<file path="src/rtl/sevenseg_scan_capture.sv">
// sevenseg_scan_capture: recovers BCD digits, decimal points and frame timing
// from a sampled, multiplexed 7-segment display drive. A stability filter
// accepts each held {seg,dig} sample exactly once, so the captured values
// ignore ghosting while the scan moves from one digit to the next.

// One digit position: keeps the last accepted value and a written-once flag.
module sevenseg_digit_slot (
    input  logic       clk,
    input  logic       rst,
    input  logic       wr_en,
    input  logic [3:0] bcd_in,
    input  logic       dp_in,
    output logic [3:0] bcd,
    output logic       dp,
    output logic       valid
);
    logic [3:0] bcd_q, bcd_d;
    logic       dp_q, dp_d;
    logic       valid_q, valid_d;

    // Load a new value only when this position is the accepted digit.
    always_comb begin
        bcd_d   = bcd_q;
        dp_d    = dp_q;
        valid_d = valid_q;
        if (wr_en) begin
            bcd_d   = bcd_in;
            dp_d    = dp_in;
            valid_d = 1'b1;
        end
    end

    // Slot registers, cleared by reset.
    always_ff @(posedge clk) begin
        if (rst) begin
            bcd_q   <= 4'h0;
            dp_q    <= 1'b0;
            valid_q <= 1'b0;
        end else begin
            bcd_q   <= bcd_d;
            dp_q    <= dp_d;
            valid_q <= valid_d;
        end
    end

    assign bcd   = bcd_q;
    assign dp    = dp_q;
    assign valid = valid_q;
endmodule

module sevenseg_scan_capture #(
    parameter int N_DIG          = 4,
    parameter bit SEG_ACTIVE_LOW = 1'b1,
    parameter bit DIG_ACTIVE_LOW = 1'b1,
    parameter int STABLE_CNT     = 4
) (
    input  logic               clk,
    input  logic               rst,
    input  logic [7:0]         seg,
    input  logic [N_DIG-1:0]   dig,
    output logic [4*N_DIG-1:0] digits_bcd,
    output logic [N_DIG-1:0]   dp_mask,
    output logic [N_DIG-1:0]   digit_valid,
    output logic               frame_strobe,
    output logic               frame_valid,
    output logic               err_pattern,
    output logic               err_dig
);
    localparam int               CW      = 8;
    localparam logic [CW-1:0]    CNT_MAX = CW'(STABLE_CNT - 1);
    localparam logic [N_DIG-1:0] DIG_ONE = N_DIG'(1);

    // Segment pattern (g..a, active high) to {hit, value}; blank maps to F.
    function automatic logic [4:0] decode7(input logic [6:0] p);
        case (p)
            7'b0111111: decode7 = {1'b1, 4'd0};
            7'b0000110: decode7 = {1'b1, 4'd1};
            7'b1011011: decode7 = {1'b1, 4'd2};
            7'b1001111: decode7 = {1'b1, 4'd3};
            7'b1100110: decode7 = {1'b1, 4'd4};
            7'b1101101: decode7 = {1'b1, 4'd5};
            7'b1111101: decode7 = {1'b1, 4'd6};
            7'b0000111: decode7 = {1'b1, 4'd7};
            7'b1111111: decode7 = {1'b1, 4'd8};
            7'b1101111: decode7 = {1'b1, 4'd9};
            7'b0000000: decode7 = {1'b1, 4'hF};
            default:    decode7 = 5'b0;
        endcase
    endfunction

    // Held sample is stored already normalised to active-high.
    logic [7:0]       s_q, s_d;
    logic [N_DIG-1:0] d_q, d_d;
    logic [CW-1:0]    cnt_q, cnt_d;
    logic             acc_q, acc_d;
    logic [N_DIG-1:0] seen_q, seen_d;
    logic             frame_valid_q, frame_valid_d;
    logic             frame_strobe_q, frame_strobe_d;
    logic             err_pattern_q, err_pattern_d;
    logic             err_dig_q, err_dig_d;

    logic [7:0]       seg_n;
    logic [N_DIG-1:0] dig_n;
    logic             changed;
    logic             accept;
    logic [4:0]       dec;
    logic             dig_none;
    logic             dig_one;
    logic [N_DIG-1:0] wr_en;
    logic [N_DIG-1:0] seen_all;

    // Normalise pins, filter for stability, and classify the accepted sample.
    always_comb begin
        seg_n    = SEG_ACTIVE_LOW ? ~seg : seg;
        dig_n    = DIG_ACTIVE_LOW ? ~dig : dig;
        changed  = (seg_n != s_q) || (dig_n != d_q);
        accept   = (cnt_q == CNT_MAX) && !acc_q;
        dec      = decode7(s_q[6:0]);
        dig_none = (d_q == '0);
        dig_one  = !dig_none && ((d_q & (d_q - DIG_ONE)) == '0);

        s_d = seg_n;
        d_d = dig_n;
        if (changed) begin
            cnt_d = '0;
            acc_d = 1'b0;
        end else begin
            cnt_d = (cnt_q == CNT_MAX) ? cnt_q : cnt_q + 8'd1;
            acc_d = acc_q | accept;
        end

        wr_en = '0;
        if (accept && dig_one && dec[4])
            wr_en = d_q;
        seen_all = seen_q | wr_en;

        // The frame closes on the write that completes the seen-mask.
        frame_strobe_d = (wr_en != '0) && (seen_all == '1);
        seen_d         = frame_strobe_d ? '0 : seen_all;
        frame_valid_d  = frame_valid_q | frame_strobe_d;
        err_pattern_d  = accept && dig_one && !dec[4];
        err_dig_d      = accept && !dig_none && !dig_one;
    end

    // Sample, filter and frame-tracking registers; reset loads the idle sample.
    always_ff @(posedge clk) begin
        if (rst) begin
            s_q            <= '0;
            d_q            <= '0;
            cnt_q          <= '0;
            acc_q          <= 1'b0;
            seen_q         <= '0;
            frame_valid_q  <= 1'b0;
            frame_strobe_q <= 1'b0;
            err_pattern_q  <= 1'b0;
            err_dig_q      <= 1'b0;
        end else begin
            s_q            <= s_d;
            d_q            <= d_d;
            cnt_q          <= cnt_d;
            acc_q          <= acc_d;
            seen_q         <= seen_d;
            frame_valid_q  <= frame_valid_d;
            frame_strobe_q <= frame_strobe_d;
            err_pattern_q  <= err_pattern_d;
            err_dig_q      <= err_dig_d;
        end
    end

    for (genvar i = 0; i < N_DIG; i++) begin : g_slot
        sevenseg_digit_slot u_slot (
            .clk    (clk),
            .rst    (rst),
            .wr_en  (wr_en[i]),
            .bcd_in (dec[3:0]),
            .dp_in  (s_q[7]),
            .bcd    (digits_bcd[4*i +: 4]),
            .dp     (dp_mask[i]),
            .valid  (digit_valid[i])
        );
    end

    assign frame_strobe = frame_strobe_q;
    assign frame_valid  = frame_valid_q;
    assign err_pattern  = err_pattern_q;
    assign err_dig      = err_dig_q;
endmodule

</file>
<file path="config.mk">
export PLATFORM = sky130hd
export DESIGN_NAME = sevenseg_scan_capture
export DESIGN_NICKNAME = d
export VERILOG_FILES = /design/src/rtl/sevenseg_scan_capture.sv
export SDC_FILE = /design/constraint.sdc
export NUM_CORES = 1
export LEC_CHECK = 0
export ABC_AREA = 1
export CAP_MARGIN = 10
export CORE_ASPECT_RATIO = 0.6
export CORE_UTILIZATION = 50
export DETAILED_ROUTE_END_ITERATION = 10
export PLACE_DENSITY_LB_ADDON = 0.08
export SLEW_MARGIN = 0
export SYNTH_ARGS = -nofsm -noshare
export SYNTH_HDL_FRONTEND = slang
export SYNTH_HIERARCHICAL = 1
export SYNTH_SLANG_ARGS = --single-unit
export TNS_END_PERCENT = 30
</file>
<file path="constraint.sdc">
create_clock -name clk -period 2.55 [get_ports clk]
set_clock_uncertainty 0.1 [all_clocks]
set_input_delay 0.3825 -clock clk [delete_from_list [all_inputs] [get_ports clk]]
set_output_delay 0.3825 -clock clk [all_outputs]
set_load 0.03 [all_outputs]
</file>
==> results of run 1 <==
==> area by class of cell <==
| type | count | area [µm²] |
|---|---|---|
| Fill cell | 473 | 1660 |
| Sequential cell | 53 | 1060 |
| Inverter | 61 | 229 |
| Clock inverter | 1 | 5.00 |
| Multi-Input combinational cell | 228 | 1090 |
| Timing Repair Buffer | 42 | 418 |
| Clock buffer | 7 | 96.3 |
| Tap cell | 63 | 78.8 |
==> final timing paths <==
| path | endpoint | slack (ps) | depth (start not counted) |
|---|---|---|---|
| max reg2reg | g_slot[0].u_slot/bcd[0] | 400 | 10 |
| min | frame_valid | 370 | 2 |
| min reg2reg | frame_valid | 370 | 2 |
| max | g_slot[0].u_slot/bcd[0] | 400 | 10 |
==> logic make-up (layout without fill, tap and decap cells) <==
logic type | after synthesis | in the layout | share of synthesized area
buffers and inverters | 67 | 111 | 0.116
xor gates and xnor gates | 8 | 8 | 0.0288
adders and majority gates | 1 | 1 | 0.00514
AOI/OAI and AO/OA | 17 | 17 | 0.0478
DFF | 53 | 53 | 0.436
and+or+nand+nor | 202 | 202 | 0.367
==> power groups by stage <==
stage / Clock (mW) / Combinational (mW) / Sequential [mW]
2_1_floorplan: 0 / 0.0729 / 0.867
3_3_place_gp: 0 / 0.115 / 0.872
3_5_place_dp: 0 / 0.116 / 0.872
4_1_cts: 0.516 / 0.116 / 0.852
5_1_grt: 0.560 / 0.132 / 0.855
6_report: 0.503 / 0.116 / 0.852
==> through the flow <==
step / cells / utilization
after floorplan: 348 / -
after global placement: 447 / 0.621
after detailed placement: 447 / 0.621
after CTS: 455 / 0.643
after global routing: 455 / 0.643
final: 455 / 0.643
==> registers in the layout, indices dropped and copies added, names as in the netlist <==
name                 count
d_q                      4
s_q                      8
g_slot.u_slot/bcd       16
frame_valid              1
frame_strobe             1
g_slot.u_slot/valid      4
g_slot.u_slot/dp         4
acc_q                    1
err_dig                  1
cnt_q                    8
seen_q                   4
err_pattern              1
==> cell usage in the layout (no fill, tap or decap), types with 6 or more instances in the layout <==
| cell type | n |
|---|---|
| a21oi_1 | 6 |
| clkbuf_8 | 7 |
| clkdlybuf4s50_1 | 41 |
| dfxtp_1 | 53 |
| inv_1 | 60 |
| nand2_1 | 75 |
| nand2_2 | 8 |
| nand3_1 | 10 |
| nor2_1 | 75 |
| nor2_2 | 18 |
==> worst min-delay path: stages, from the launching register on <==
cell and delay, ps:
dfxtp_1 330, nand2_1 60, nand2_1 50
==> routing by layer <==
metal / part of all wire / up-vias / track usage / routed length [µm]
met3: 0.068 / 4 / 0.0546 / 333
met2: 0.39 / 67 / 0.316 / 1890
met5: 0 / - / 0 / 0
li1: - / 1138 / - / -
met4: 0.010 / 0 / 0.0603 / 51
met1: 0.53 / 915 / 0.308 / 2590
==> reports/qor.yml, run 1 <==
logic_synthesis:
  ys.flop_type: "dfxtp_1"
  ys_ff_latch: 53
  synth_nets: 363
  netlist_area_mm2: 0.00243
  synthCells: 348
  synthTopCellsByArea: "dfxtp_1 44%, nand2_1 12%, nor2_1 12%, inv_1 9.2%, nor2_2 4.6%"
  synth_top_area_cell: "dfxtp_1"
  seq_area_frac_synth: 0.436
  ys_types: 30
  async_flop_share: 0
  synth_commonest_cells: "75 x nand2_1, 75 x nor2_1, 60 x inv_1, 53 x dfxtp_1, 18 x nor2_2"
  synth_top_area_share: 0.436
  syn_area_per_cell_um2: 7.00
  synth_edf_count: 0
  synth_warnings: 6
critical_path:
  cp-start-kind: "register"
  crit_type: "reg2reg"
  regToRegStartpoint: "cnt_q[0]"
  worst-path-max-fanout: 11
  cp_num_buf_inv: 1
  critPathRequiredTime_ps: 2650
  critPathLaunch: "cnt_q[0]"
  critPathMaxStageDelay_ps: 370
  end_kind: "register"
  crit_arrival_ps: 2250
  cp_top_family: "simple AND/OR/NAND/NOR gates"
  crit_slowest_cell: "dfxtp_1"
  cpMostUsedCell: "nand2_1"
  worstPathCellList: "ha_1 -> nand3_1 -> nor2_4 -> nand2_1 -> nor2_4 -> nand3_1 -> inv_1 -> nand2_1 -> nand2_1 -> nor2_2"
sta:
  min_period_ps: 2150
  max_freq_ghz: 0.465
  hold_viol: 0
  fin_ws_ps: 399
  hold_ws_ps: 370
  relSlewSlack: 0.703
  worst_slew_pin_slew_ps: 445
  fin_setup_tns_ps: 0
  rsz0062_at_grt: "no"
  drv_slew: 0
  setup_viol: 0
  fin_crit_sh: 0.843
clock_network:
  cts_buffers: 5
  cts_buffer_depth: 2
  cts.sink_count: 53
  cts_resized: 0
  clock_latency_ps: 300
  post-cts-setup-buffers: 0
  cts-root-buf: "clkbuf_8"
  cts_max_level: 2
  holdBufCountCts: 0
  cts.clk_slew.worst_paths_ps: 90
  tritoncts: "built"
place:
  pre_cts_ws_ps: 360
  gp_congestion: 0.802
  dp_hpwl_mm: 3.68
  dpl_cell_area_mm2: 0.00288
  portBuffers: 41
power:
  power_switching_share: 0.231
  p_total_mw: 1.47
  p_switching_mw: 0.340
  vdd_drop_max_mv: 0.259
  power_density_mw_per_mm2: 494
  p_leak_nw: 1.24
  p_clk_frac: 0.342
  p_int_mw: 1.13
  p_seq_frac: 0.579
  pwr-share-comb: 0.079
global_route:
  grt_pass1_vias: 1849
  grt_max_degree: 24
  grt_overflow: 0
  grt_pass1_wl_mm: 8.48
  antenna_found_initial: 0
  grtUsageTotal: 0.214
drt:
  via_count: 2124
  vias_per_cell: 4.67
  dr.pass1.iters: 4
  drt_wl_total_mm: 4.87
  wl_per_cell_um: 10.7
  drtIter0Drc: 138
  ant_nets: 0
  drc_errors: 0
die:
  die_area_mm2: 0.00516
  die_w_um: 92.1
  die_y_um: 56.1
  ioPinCount: 42
  core_mm2: 0.00464
  initial_utilization: 0.525
  rows: 19
cells_and_area:
  antenna_cells: 0
  final_cell_area_mm2: 0.00298
  final_net_count: 406
  area_growth_pct: 22.4
  final_layout_size_suffix_gt1_frac: 0.107
min_path:
  hold_class: "reg2reg"
  hold_path_startpoint: "frame_valid"
flow_run:
  drv_cap: 0
outcome:
  outcome: "completed"
Power figures use the tool's default switching activity.
==> run 2: changes to the inputs <==
clock period = 2.2 ns   (was 2.55 ns; I/O delays follow)
==> run 2 against run 1 <==
Sequential share of layout area is 0.22 points lower. Clock power up 4.4%. Die area stayed put. Final area grew 0.63%. Core utilization up 0.40 points. Critical path type unchanged. Non-clock buffer count grew 4. First-iteration DRC count is 12% lower. Final cell count up 0.88%. Critical path depth is the same. Worst setup slack got worse by 260 ps. Maximum frequency grew 4.3%. Clock-buffer cell count grew 1.
==> reports/qor.yml, run 2 (synthesized netlist as in run 1, its figures left out) <==
cells_and_area:
  area_growth_pct: 23.2
  final_net_count: 410  # +0.99%
  fin_cells: 459  # +0.88%
  final_layout_size_suffix_gt1_frac: 0.111  # +0.00397
  final_cell_area_mm2: 0.00300  # +0.63%
  antenna_cells: 0  # unchanged
  layout_common_cells: "75 x nor2_1, 75 x nand2_1, 60 x inv_1, 53 x dfxtp_1, 41 x clkdlybuf4s50_1"
  largest_reg_flops: 16  # unchanged
sta:
  fin_setup_tns_ps: 0  # unchanged
  min_period_ps: 2060  # -88.5 ps
  fin_crit_sh: 0.937  # +0.0939
  hold_viol: 0  # unchanged
  relSlewSlack: 0.670  # -0.0331
  drv_slew: 0  # unchanged
  max_freq_ghz: 0.485  # +4.3%
  setup_viol: 0  # unchanged
  worst_slew_pin_slew_ps: 495  # +49.6 ps
die:
  rows: 19  # unchanged
  core_mm2: 0.00464  # unchanged
  die_w_um: 92.1  # unchanged
  die_y_um: 56.1  # unchanged
  ioPinCount: 42  # unchanged
  initial_utilization: 0.525  # unchanged
  die_area_mm2: 0.00516  # unchanged
clock_network:
  cts_max_level: 2  # unchanged
  cts_buffer_depth: 2  # unchanged
  cts_buffers: 5  # unchanged
  cts.clk_slew.worst_paths_ps: 90  # about the same
  tritoncts: "built"
  clock_latency_ps: 300  # about the same
  cts-root-buf: "clkbuf_8"
  holdBufCountCts: 0  # unchanged
  cts.sink_count: 53  # unchanged
drt:
  via_count: 2152  # +1.3%
  drt_wl_total_mm: 5.12  # +5.2%
  dr.pass1.iters: 5  # +1
  ant_nets: 0  # unchanged
  drtIter0Drc: 122  # -12%
  vias_per_cell: 4.69  # +0.44%
  drc_errors: 0  # unchanged
  wl_per_cell_um: 11.2  # +4.3%
critical_path:
  r2r_end: "g_slot[1].u_slot/bcd[3]"
  cpMostUsedCell: "nand2_1"
  crit_slowest_cell: "dfxtp_1"
  r2r_setup_slack_ps: 140  # -260 ps
  critPathRequiredTime_ps: 2300  # -350 ps
  critPathMaxStageDelay_ps: 370  # about the same
  reg2reg_depth: 10  # unchanged
  worstPathCellList: "ha_2 -> nand3_1 -> nor2_4 -> nand2_1 -> nor2_4 -> nand3_1 -> inv_1 -> nand2_1 -> nand2_1 -> nor2_2"
  crit_type: "reg2reg"
  regToRegStartpoint: "cnt_q[0]"
  worst-path-max-fanout: 11  # unchanged
  cp-start-kind: "register"
  crit_arrival_ps: 2170  # -80 ps
  end_kind: "register"
global_route:
  antenna_found_initial: 0  # unchanged
  grt_pass1_vias: 1911  # +3.4%
  grtUsageTotal: 0.219  # +0.00570
  grt_max_degree: 24  # unchanged
  grt_pass1_wl_mm: 8.65  # +2.0%
  grt_overflow: 0  # unchanged
min_path:
  hold_path_startpoint: "frame_valid"
  hold_class: "reg2reg"
  worstHoldPathCells: 2  # unchanged
  min_to: "frame_valid"
power:
  power_density_mw_per_mm2: 552  # +12%
  vdd_drop_max_mv: 0.382  # +47%
  p_leak_nw: 1.24  # +0.37%
place:
  dp_hpwl_mm: 3.86  # +5.0%
  dpl_cell_area_mm2: 0.00289  # +0.52%
  gp_congestion: 0.841  # +4.9%
  portBuffers: 41  # unchanged
  place_inst: 449  # +0.45%
flow_run:
  drv_cap: 0  # unchanged
outcome:
  outcome: "completed"
==> run 2: area by class of cell <==
| cell class | count | area, µm² |
|---|---|---|
| timing repair buffer | 46 | 448 |
| clock buffer | 8 | 80.1 |
| sequential | 53 | 1060 |
| fill | 429 | 1640 |
| tap | 63 | 78.8 |
| inverter | 61 | 229 |
| multi-input combinational | 228 | 1100 |
==> run 2: per-layer routing <==
metal	share of wire	wire length [µm]	track usage	up-vias
met3	0.054	275	0.0464	8
met4	0.014	72	0.0804	0
met5	0	0	0	-
met2	0.39	2010	0.308	58
li1	-	-	-	1138
met1	0.54	2770	0.328	948
==> run 2: how the worst max path moves through the flow <==
stage	slack (ps)	cells past startpoint	start	endpoint
2_1_floorplan	420	12	cnt_q[0]	seen_q[0]
3_3_place_gp	160	8	seg[6]	cnt_q[6]
3_5_place_dp	130	7	dig[1]	cnt_q[3]
4_1_cts	120	10	cnt_q[0]	g_slot[1].u_slot/bcd[3]
5_1_grt	-2	12	cnt_q[0]	seen_q[2]
6_report	140	10	cnt_q[0]	g_slot[1].u_slot/bcd[3]
==> run 2: stage by stage <==
stage / util / hold slack, ps / worst slack, ps / power (mW)
2_1_floorplan: - / 302 / 418 / 1.09
3_3_place_gp: 0.624 / 344 / 160 / 1.14
3_5_place_dp: 0.624 / 353 / 125 / 1.15
4_1_cts: 0.642 / 366 / 119 / 1.67
5_1_grt: 0.647 / 402 / -1.77 / 1.74
6_report: 0.647 / 364 / 138 / 1.66
==> run 2: worst max-delay path: cells and delay by family, from the launching register on <==
family / cells / cell delay [ps]
fa+ha+maj: 1 / 220
simple gates: 8 / 960
flops: 1 / 370
buf+inv: 1 / 300
==> run 2: timing repair <==
| item | 4_1_cts | 5_1_grt |
|---|---|---|
| gates resized for setup | 0 | 2 |
| buffers inserted | 0 | 2 |
| setup endpoints to repair | 0 | 23 |
==> run 2: report_power, final <==
group,switching [mW],leakage (nW),internal [mW]
combinational,0.0821,0.773,0.0596
clock,0.299,0.0395,0.227
sequential,0.0180,0.430,0.970
